## src/rtl/la_spregfile_ctrl.sv

```systemverilog
//------------------------------------------------------------------------------
// la_spregfile_ctrl
//
// Request/response front-end for la_spregfile. A valid/ready request stream
// (read or bit-masked write) becomes single-cycle ce/we strobes on the memory
// port. Read data comes back from the memory one cycle after the strobe and is
// captured into a small response FIFO. This lets the consumer apply
// backpressure on the response side without losing data.
//
// Reads are only accepted when a FIFO slot is guaranteed for them. The check
// counts stored entries, plus the read whose data is still in flight, minus
// any entry leaving this cycle. Therefore mem_dout is never dropped. Writes
// never wait on the FIFO.
//
// Parameters:
//   DW    - data width (must match la_spregfile)
//   AW    - address width (must match la_spregfile)
//   DEPTH - response FIFO entries, 2..16
//   CW    - occupancy counter width, 2**CW > DEPTH
//
// Ports:
//   clk, reset           - single clock, synchronous active-high reset
//   req_valid/req_ready  - request handshake
//   req_we               - 1 = write, 0 = read
//   req_addr/din/wmask   - request address, write data, per-bit write mask
//   rsp_valid/rsp_ready  - response handshake
//   rsp_dout             - read data, returned in request order
//   mem_ce/we/wmask/addr/din - drive la_spregfile
//   mem_dout             - la_spregfile read data, valid the cycle after a read
//   busy                 - a read is in flight or the FIFO holds data
//------------------------------------------------------------------------------
`timescale 1ns/1ps

module la_spregfile_ctrl #(
    parameter int DW    = 32,
    parameter int AW    = 10,
    parameter int DEPTH = 2,
    parameter int CW    = 5
) (
    input  logic          clk,
    input  logic          reset,
    input  logic          req_valid,
    output logic          req_ready,
    input  logic          req_we,
    input  logic [AW-1:0] req_addr,
    input  logic [DW-1:0] req_din,
    input  logic [DW-1:0] req_wmask,
    output logic          rsp_valid,
    input  logic          rsp_ready,
    output logic [DW-1:0] rsp_dout,
    output logic          mem_ce,
    output logic          mem_we,
    output logic [DW-1:0] mem_wmask,
    output logic [AW-1:0] mem_addr,
    output logic [DW-1:0] mem_din,
    input  logic [DW-1:0] mem_dout,
    output logic          busy
);

    // Pointer width. DEPTH >= 2 always gives at least one bit.
    localparam int            PW       = $clog2(DEPTH);
    localparam logic [PW-1:0] LAST_PTR = PW'(DEPTH - 1);

    //--------------------------------------------------------------------------
    // State
    //--------------------------------------------------------------------------
    logic          reset_q;   // high during reset and for one cycle after release
    logic          inflight;  // read strobed last cycle; mem_dout is valid now
    logic [CW-1:0] count;     // entries held in the response FIFO
    logic [PW-1:0] head;      // next entry to return
    logic [PW-1:0] tail;      // next slot to fill
    logic [DW-1:0] fifo_mem [DEPTH];

    //--------------------------------------------------------------------------
    // Handshake and admission control
    //--------------------------------------------------------------------------
    logic          acc;
    logic          push;
    logic          pop;
    logic          read_ok;
    logic [CW:0]   occupancy;

    // Circular pointer advance. This also wraps correctly for a
    // non-power-of-two DEPTH.
    function automatic logic [PW-1:0] ptr_inc(input logic [PW-1:0] ptr);
        return (ptr == LAST_PTR) ? '0 : ptr + 1'b1;
    endfunction

    assign rsp_valid = (count != '0);
    assign pop       = rsp_valid & rsp_ready;
    assign push      = inflight;

    // NOTE: every signal assigned in an always_comb gets a default first, so
    // no path through the block can leave it unassigned and infer a latch.
    always_comb begin
        occupancy = '0;
        read_ok   = 1'b0;
        // Slots committed after this edge, not counting a new read.
        // An entry leaving this cycle frees its slot at once. That gives the
        // intended rsp_ready -> req_ready combinational path.
        // count + inflight >= pop always holds, so this cannot underflow.
        occupancy = {1'b0, count} + (CW+1)'(inflight) - (CW+1)'(pop);
        read_ok   = (occupancy < (CW+1)'(DEPTH));
    end

    // ~reset holds req_ready low in the reset cycle itself. This covers the
    // very first cycle, before reset_q has been loaded.
    assign req_ready = ~reset & ~reset_q & (req_we | read_ok);
    assign acc       = req_valid & req_ready;

    //--------------------------------------------------------------------------
    // Memory port: strobes follow the handshake, payload passes straight through
    //--------------------------------------------------------------------------
    assign mem_ce    = acc;
    assign mem_we    = acc & req_we;
    assign mem_addr  = req_addr;
    assign mem_din   = req_din;
    assign mem_wmask = req_wmask;

    assign busy      = inflight | rsp_valid;

    //--------------------------------------------------------------------------
    // Control state
    //--------------------------------------------------------------------------
    // NOTE: sequential state uses non-blocking assignments. All registers then
    // update together at the edge, whatever order the statements are in.
    always_ff @(posedge clk) begin
        if (reset) begin
            reset_q  <= 1'b1;
            inflight <= 1'b0;   // a read in flight at reset is dropped
            count    <= '0;
            head     <= '0;
            tail     <= '0;
        end else begin
            reset_q  <= 1'b0;
            inflight <= acc & ~req_we;
            if (push) begin
                tail <= ptr_inc(tail);
            end
            if (pop) begin
                head <= ptr_inc(head);
            end
            count <= count + CW'(push) - CW'(pop);
        end
    end

    //--------------------------------------------------------------------------
    // Response storage
    //--------------------------------------------------------------------------
    // NOTE: the data array has no reset. Its contents are never observed
    // while count is zero, so clearing it would only cost reset routing.
    always_ff @(posedge clk) begin
        if (!reset && push) begin
            fifo_mem[tail] <= mem_dout;
        end
    end

    // Registered head entry. There is no combinational path from mem_dout.
    assign rsp_dout = fifo_mem[head];

    //--------------------------------------------------------------------------
    // Admission control must never let a push land on a full FIFO.
    //--------------------------------------------------------------------------
    a_no_push_when_full: assert property (
        @(posedge clk) disable iff (reset) !(push && (count == CW'(DEPTH)))
    );

endmodule

```

## config.mk

```make
export PLATFORM = sky130hd
export DESIGN_NAME = la_spregfile_ctrl
export DESIGN_NICKNAME = d
export VERILOG_FILES = /design/src/rtl/la_spregfile_ctrl.sv
export SDC_FILE = /design/constraint.sdc
export NUM_CORES = 1
export LEC_CHECK = 0
export BUFFER_PORTS_ARGS = -buffer_cell sky130_fd_sc_hd__buf_4
export CORE_AREA = 3 3 92 94
export DETAILED_ROUTE_END_ITERATION = 8
export DIE_AREA = 0 0 95 97
export MAX_ROUTING_LAYER = met4
export PLACE_DENSITY = 0.83
export SLEW_MARGIN = 20
export SYNTH_ARGS = -nofsm -noshare
export SYNTH_HDL_FRONTEND = slang
export SYNTH_SLANG_ARGS = --single-unit
```

## constraint.sdc

```tcl
create_clock -name clk -period 8.34 [get_ports clk]
set_input_delay 2.502 -clock clk [delete_from_list [all_inputs] [get_ports clk]]
set_output_delay 2.502 -clock clk [all_outputs]
set_load 0.01 [all_outputs]
```

== Yosys cells after proc, flatten, opt, wreduce, memory -nomap -nowiden ==
Memories as Yosys holds them, arrays and structs flattened. A register that Yosys moved wholly into a read port is not among the register bits.
Cells that the tools add are included.

* Flip-flop bits (word level): 9
* RAM bits: 64
* Bits of input ports: 111
* Output and inout port bits: 111
* Word-level logic and storage cells: 34
* Memories kept: 1

* Add/sub/neg operators: 6
* $lt $le $gt $ge: 1
* Muxes and demuxes: 7
* Bitwise operators: 11
* Reduce and logical (&&, ||, !) cells: 3

{| class="wikitable"
|+ Memories
! name !! depth !! width !! rd ports !! clocked after memory_dff !! wr ports !! RTL line !! source
|-
| fifo_mem || 2 || 32 || 1 || 1 || 1 || 72 || <nowiki>logic [DW-1:0] fifo_mem [DEPTH];</nowiki>
|}

{| class="wikitable"
|+ Operator list
! kind !! count
|-
| $mux W1 || 7
|-
| $add A5 B1 Y6 || 1
|-
| $and A1 B1 Y1 || 6
|-
| $lt A6 B2 Y1 const B || 1
|-
| $sub A6 B1 Y6 || 1
|-
| $add A5 B1 Y5 || 1
|-
| $reduce_bool A5 Y1 || 1
|-
| $sub A5 B1 Y5 || 1
|-
| $not A1 Y1 || 3
|-
| $add A1 B1 Y1 const B || 2
|-
| $or A1 B1 Y1 || 2
|-
| $logic_and A1 B1 Y1 || 1
|-
| $logic_not A1 Y1 || 1
|}

== Logic depth before layout (Yosys ltp) ==
* Depth in word-level cells: 8
* Depth in mapped cells: 13
* Gate-level depth less buffers: 13

== Worst setup path before layout ==
Ideal clock, no wire load.

* Path kind: in2out
* Start point: in rsp_ready
* End point: out mem_ce
* Data arrival time: 4.385 ns
* Data required time: 5.838 ns
* Slack: 1.453 ns
* Stages on the path: 10
* Path buffers: 0
* Cell sequence: and2_1 > ha_1 > inv_1 > ha_1 > fa_1 > a21oi_1 > o21bai_1 > xnor2_1 > nand4b_4 > a21oi_1

* Cells in the longest elaborated chain, start to end: 6

{| class="wikitable"
|+ Ends and longest elaborated chain
! what !! RTL line !! source
|-
| from (decl) || 49 || <nowiki>input logic rsp_ready,</nowiki>
|-
| $and A1 B1 Y1 || 90 || <nowiki>assign pop = rsp_valid & rsp_ready;</nowiki>
|-
| $sub A6 B1 Y6 || 102 || <nowiki>occupancy = {1'b0, count} + (CW+1)'(inflight) - (CW+1)'(pop);</nowiki>
|-
| $lt A6 B2 Y1 || 103 || <nowiki>read_ok = (occupancy < (CW+1)'(DEPTH));</nowiki>
|-
| $or A1 B1 Y1 || 108 || <nowiki>assign req_ready = ~reset & ~reset_q & (req_we | read_ok);</nowiki>
|-
| $and A1 B1 Y1 || 108 ||
|-
| $and A1 B1 Y1 || 109 || <nowiki>assign acc = req_valid & req_ready;</nowiki>
|-
| to (decl) || 51 || <nowiki>output logic mem_ce,</nowiki>
|}

Every way passes these cells.

== Worst setup path in the final report ==
* Start point: in rsp_ready
* End point: out mem_ce

* Cells in the longest elaborated chain, start to end: 6

{| class="wikitable"
|+ Ends and longest elaborated chain
! what !! RTL line !! source
|-
| $and A1 B1 Y1 || 90 ||
|-
| named net pop || 79 || <nowiki>logic pop;</nowiki>
|-
| $sub A6 B1 Y6 || 102 ||
|-
| $lt A6 B2 Y1 || 103 ||
|-
| $or A1 B1 Y1 || 108 ||
|-
| $and A1 B1 Y1 || 108 ||
|-
| $and A1 B1 Y1 || 109 ||
|}

The timed path passes the listed nets, and every way through them passes these cells.

==> results.sh <==
export IMPL_share_seq_of_total_power_pct=40.0
export IMPL_place_port_buffers=73
export IMPL_place_hpwl_um=4550
export IMPL_wire_length_per_cell_um=17.3
export IMPL_design_portCount=222
export IMPL_max_cap_violations=0
export IMPL_dieHeight_um=97
export IMPL_synthDominantAreaCellType="sky130_fd_sc_hd__edfxtp_1"
export IMPL_max_ir_drop_vdd_v=0.000240
export IMPL_power_switching_share_pct=28.7
export IMPL_gr_usage_met1_pct=12.9
export IMPL_worstPathRequired_ps=5840
export IMPL_initial_antenna_violation_count=0
export IMPL_critical_path_startpoint_type="input pin"
export IMPL_floorplan_die_area_um2=9220
export IMPL_final_min_clock_period_ps=7200
export IMPL_slack_of_the_worst_reg_to_reg_path_ps=5610
export IMPL_mapped_nets=359
export IMPL_gr_usage_all_layers_pct=13.5
export IMPL_dr_first_iter_drc_count=39
export IMPL_criticalPathCategory="in -> out"
export IMPL_die_width_um=95
export IMPL_power_frac_clock_pct=26.0
export IMPL_flip_flop_and_latch_count_after_synthesis=74
export IMPL_antenna_diode_count=0
export IMPL_hold_class="reg -> reg"
export IMPL_total_number_of_vias=1730
export IMPL_p_leak_nw=1.44
export IMPL_critical_path_arrival_ps=4700
export IMPL_synth_area_top_cells="sky130_fd_sc_hd__edfxtp_1 (55%), sky130_fd_sc_hd__buf_4 (16%), sky130_fd_sc_hd__mux2_2 (9.4%)"
export IMPL_coreArea_um2=7730
export IMPL_post_route_cells_drive_above_1_share_pct=49.0
export IMPL_worst_hold_path_depth=2
export IMPL_cts_tree="done"
export IMPL_total_power_w=0.00110
export IMPL_internal_power_w=0.000785
export IMPL_fill_cells=664
export IMPL_crit_path_max_fanout=3
export IMPL_netlist_area_leader_share_pct=55.1
export IMPL_clk_insertion_delay_late_ps=340
export IMPL_crit_reg2reg_capture="inflight"
export IMPL_synth_seq_area_share_pct=60.8
export IMPL_final_hold_violation_count=0
export IMPL_endpoint_of_the_most_critical_setup_path="mem_ce"
export IMPL_drv_slew=0
export IMPL_synth_edf_count=64
export IMPL_clock_sink_count=74
export IMPL_grt_pass1_vias=1798
export IMPL_clock_tree_root_cell="sky130_fd_sc_hd__clkbuf_8"
export IMPL_critical_r2r_launch="count[2]"
export IMPL_yosysUniqueCellTypes=31
export IMPL_netlist_instances=240
export IMPL_switching_power_w=0.000317
export IMPL_gp_routability_congestion=0.758
export IMPL_global_route_usage_met3_pct=6.07
export IMPL_maximum_number_of_pins_on_one_net_before_global_route_repair=33
export IMPL_postSynthAreaPerCell_um2=14.5
export IMPL_std_cell_rows=32
export IMPL_max_clock_freq_mhz=139
export IMPL_clk_pin_slew_worst_paths_ps=70
export IMPL_globalRoute_totalOverflow=0
export IMPL_grt_pass1_wl_um=9000
export IMPL_vias_per_cell=4.87
export IMPL_synthesis_yosys_warnings=0
export IMPL_initial_core_utilization_pct=45.1
export IMPL_status="complete, no violations"
export IMPL_ys_async_sr_fraction_pct=0
export IMPL_ctsHtreeMaxLevel=3
export IMPL_final_cycle_share_pct=86.3
export IMPL_synth_flop_cell="sky130_fd_sc_hd__edfxtp_1"
export IMPL_cts_hold_buf=0
export IMPL_fin_setup_tns_ps=0
export IMPL_number_of_buffers_on_the_longest_clock_path=2
export IMPL_numCtsBuffers=9
export IMPL_power_density_nw_per_um2=288
export IMPL_reg2reg_depth=13
export IMPL_area_added_between_synthesis_and_finish_pct=9.58
export IMPL_grt_setup_unrepaired="false"
export IMPL_cts_resized_gates=0
export IMPL_drcViolationCount=0
export IMPL_crit_path_end_kind="output port"
export IMPL_drt_wl_total_um=6160
export IMPL_critPathLaunch="rsp_ready"
export IMPL_drt_antenna_violating_nets=0
export IMPL_timing_max_slew_rel_slack_pct=53.0
export IMPL_synth_area_um2=3490
export IMPL_worst_pin_slew_ps=705
export IMPL_firstDrtPassIters=4
export IMPL_design_final_nets=367
export IMPL_comb_power_share_pct=34.0
export IMPL_fin_skew_ps=6.35
export IMPL_global_route_peak_usage_layer="met2"
export IMPL_setup_violations_final=0
export IMPL_global_route_usage_met2_pct=21.7
export IMPL_cts_repair_timing_setup_buffer_count=0
## area by class of cell
| cell class | count | area [µm²] | area share, % |
|---|---|---|---|
| Multi-Input combinational cell | 79 | 763 | 20.0 |
| Tap cell | 102 | 128 | 3.34 |
| Timing Repair Buffer | 76 | 571 | 14.9 |
| Sequential cell | 74 | 2120 | 55.5 |
| Inverter | 8 | 30.0 | 0.786 |
| Clock inverter | 6 | 81.3 | 2.13 |
| Clock buffer | 10 | 128 | 3.34 |
## layout by cell type, fill, tap and decap left out, drive strengths merged
master	n
nand4bb	1
clkinv	3
a21o	2
nand2b	2
or2	1
a311oi	1
a21oi	3
fa	1
a21boi	1
buf	76
o2111ai	1
nand4	1
edfxtp	64
bufinv	2
and2	1
ha	7
nand3b	1
nor2b	3
dfxtp	10
mux2	32
inv	8
nor2	9
nor3b	1
and3b	1
xnor2	5
a2111oi	1
nor3	1
clkbuf	10
nand4b	1
nand2	1
o21bai	1
clkinvlp	1
## stage by stage
stage          cell area [µm²]  hold WS (ps)  instances  setup slack (ps)  utilization (%)
5_1_grt                   3820           575        355               941             49.5
3_5_place_dp              3610           517        339              1130             46.8
3_3_place_gp              3610           521        339              1250             46.8
2_1_floorplan             3490           481        240              1450                -
4_1_cts                   3820           539        355              1120             49.5
6_report                  3820           528        355              1140             49.5
## cell families (layout without fill, tap and decap cells)
kind of cell               Yosys count  count (layout)  synth area share [%]
buffers and inverters               87             100                  17.4
DFF                                 74              74                  60.8
AOI/OAI and AO/OA                   10              10                  2.58
xor gates and xnor gates             5               5                  1.26
muxes                               32              32                  10.3
adders and majority gates            8               8                  3.08
and+or+nand+nor                     24              24                  4.48
## worst max-delay path, stage by stage
cell	delay [ps]
sky130_fd_sc_hd__buf_4	100
sky130_fd_sc_hd__and2_1	150
sky130_fd_sc_hd__ha_1	270
sky130_fd_sc_hd__inv_1	40
sky130_fd_sc_hd__ha_1	200
sky130_fd_sc_hd__fa_1	400
sky130_fd_sc_hd__a21oi_1	160
sky130_fd_sc_hd__o21bai_1	90
sky130_fd_sc_hd__xnor2_1	300
sky130_fd_sc_hd__nand4b_4	150
sky130_fd_sc_hd__a21oi_1	190
sky130_fd_sc_hd__buf_4	150
## power by group through the flow
stage	clock (W)	combinational (W)	sequential, W
final	0.000286	0.000374	0.000441
after global routing	0.000312	0.000412	0.000444
after CTS	0.000295	0.000380	0.000442
after detailed placement	0	0.000378	0.000450
after global placement	0	0.000369	0.000450
after floorplan	0	0.000309	0.000435
## Yosys cell counts (all sizes together), types with 2 or more instances
| library cell | count |
|---|---|
| mux2 | 32 |
| a21oi | 3 |
| nor2 | 9 |
| dfxtp | 10 |
| xnor2 | 5 |
| clkbuf | 2 |
| ha | 7 |
| buf | 77 |
| nor2b | 3 |
| nand2b | 2 |
| a21o | 2 |
| edfxtp | 64 |
| inv | 8 |
## flip-flops by register name, summed over array words and instances (netlist names), named ones only
signal    count
fifo_mem     64
count         5
head          1
inflight      1
reset_q       1
tail          1
## metal layers
layer	share of wire [%]	vias to the layer above
met5	0	-
met4	5.0	0
met3	11	37
met2	49	98
met1	35	811
li1	-	784
## how the worst min path moves through the flow
stage | start | endpoint
after detailed placement | head | head
after global routing | head | head
after floorplan | head | flop
after global placement | head | head
final | head | head
after CTS | head | head
(Power assumes the default switching activity.)
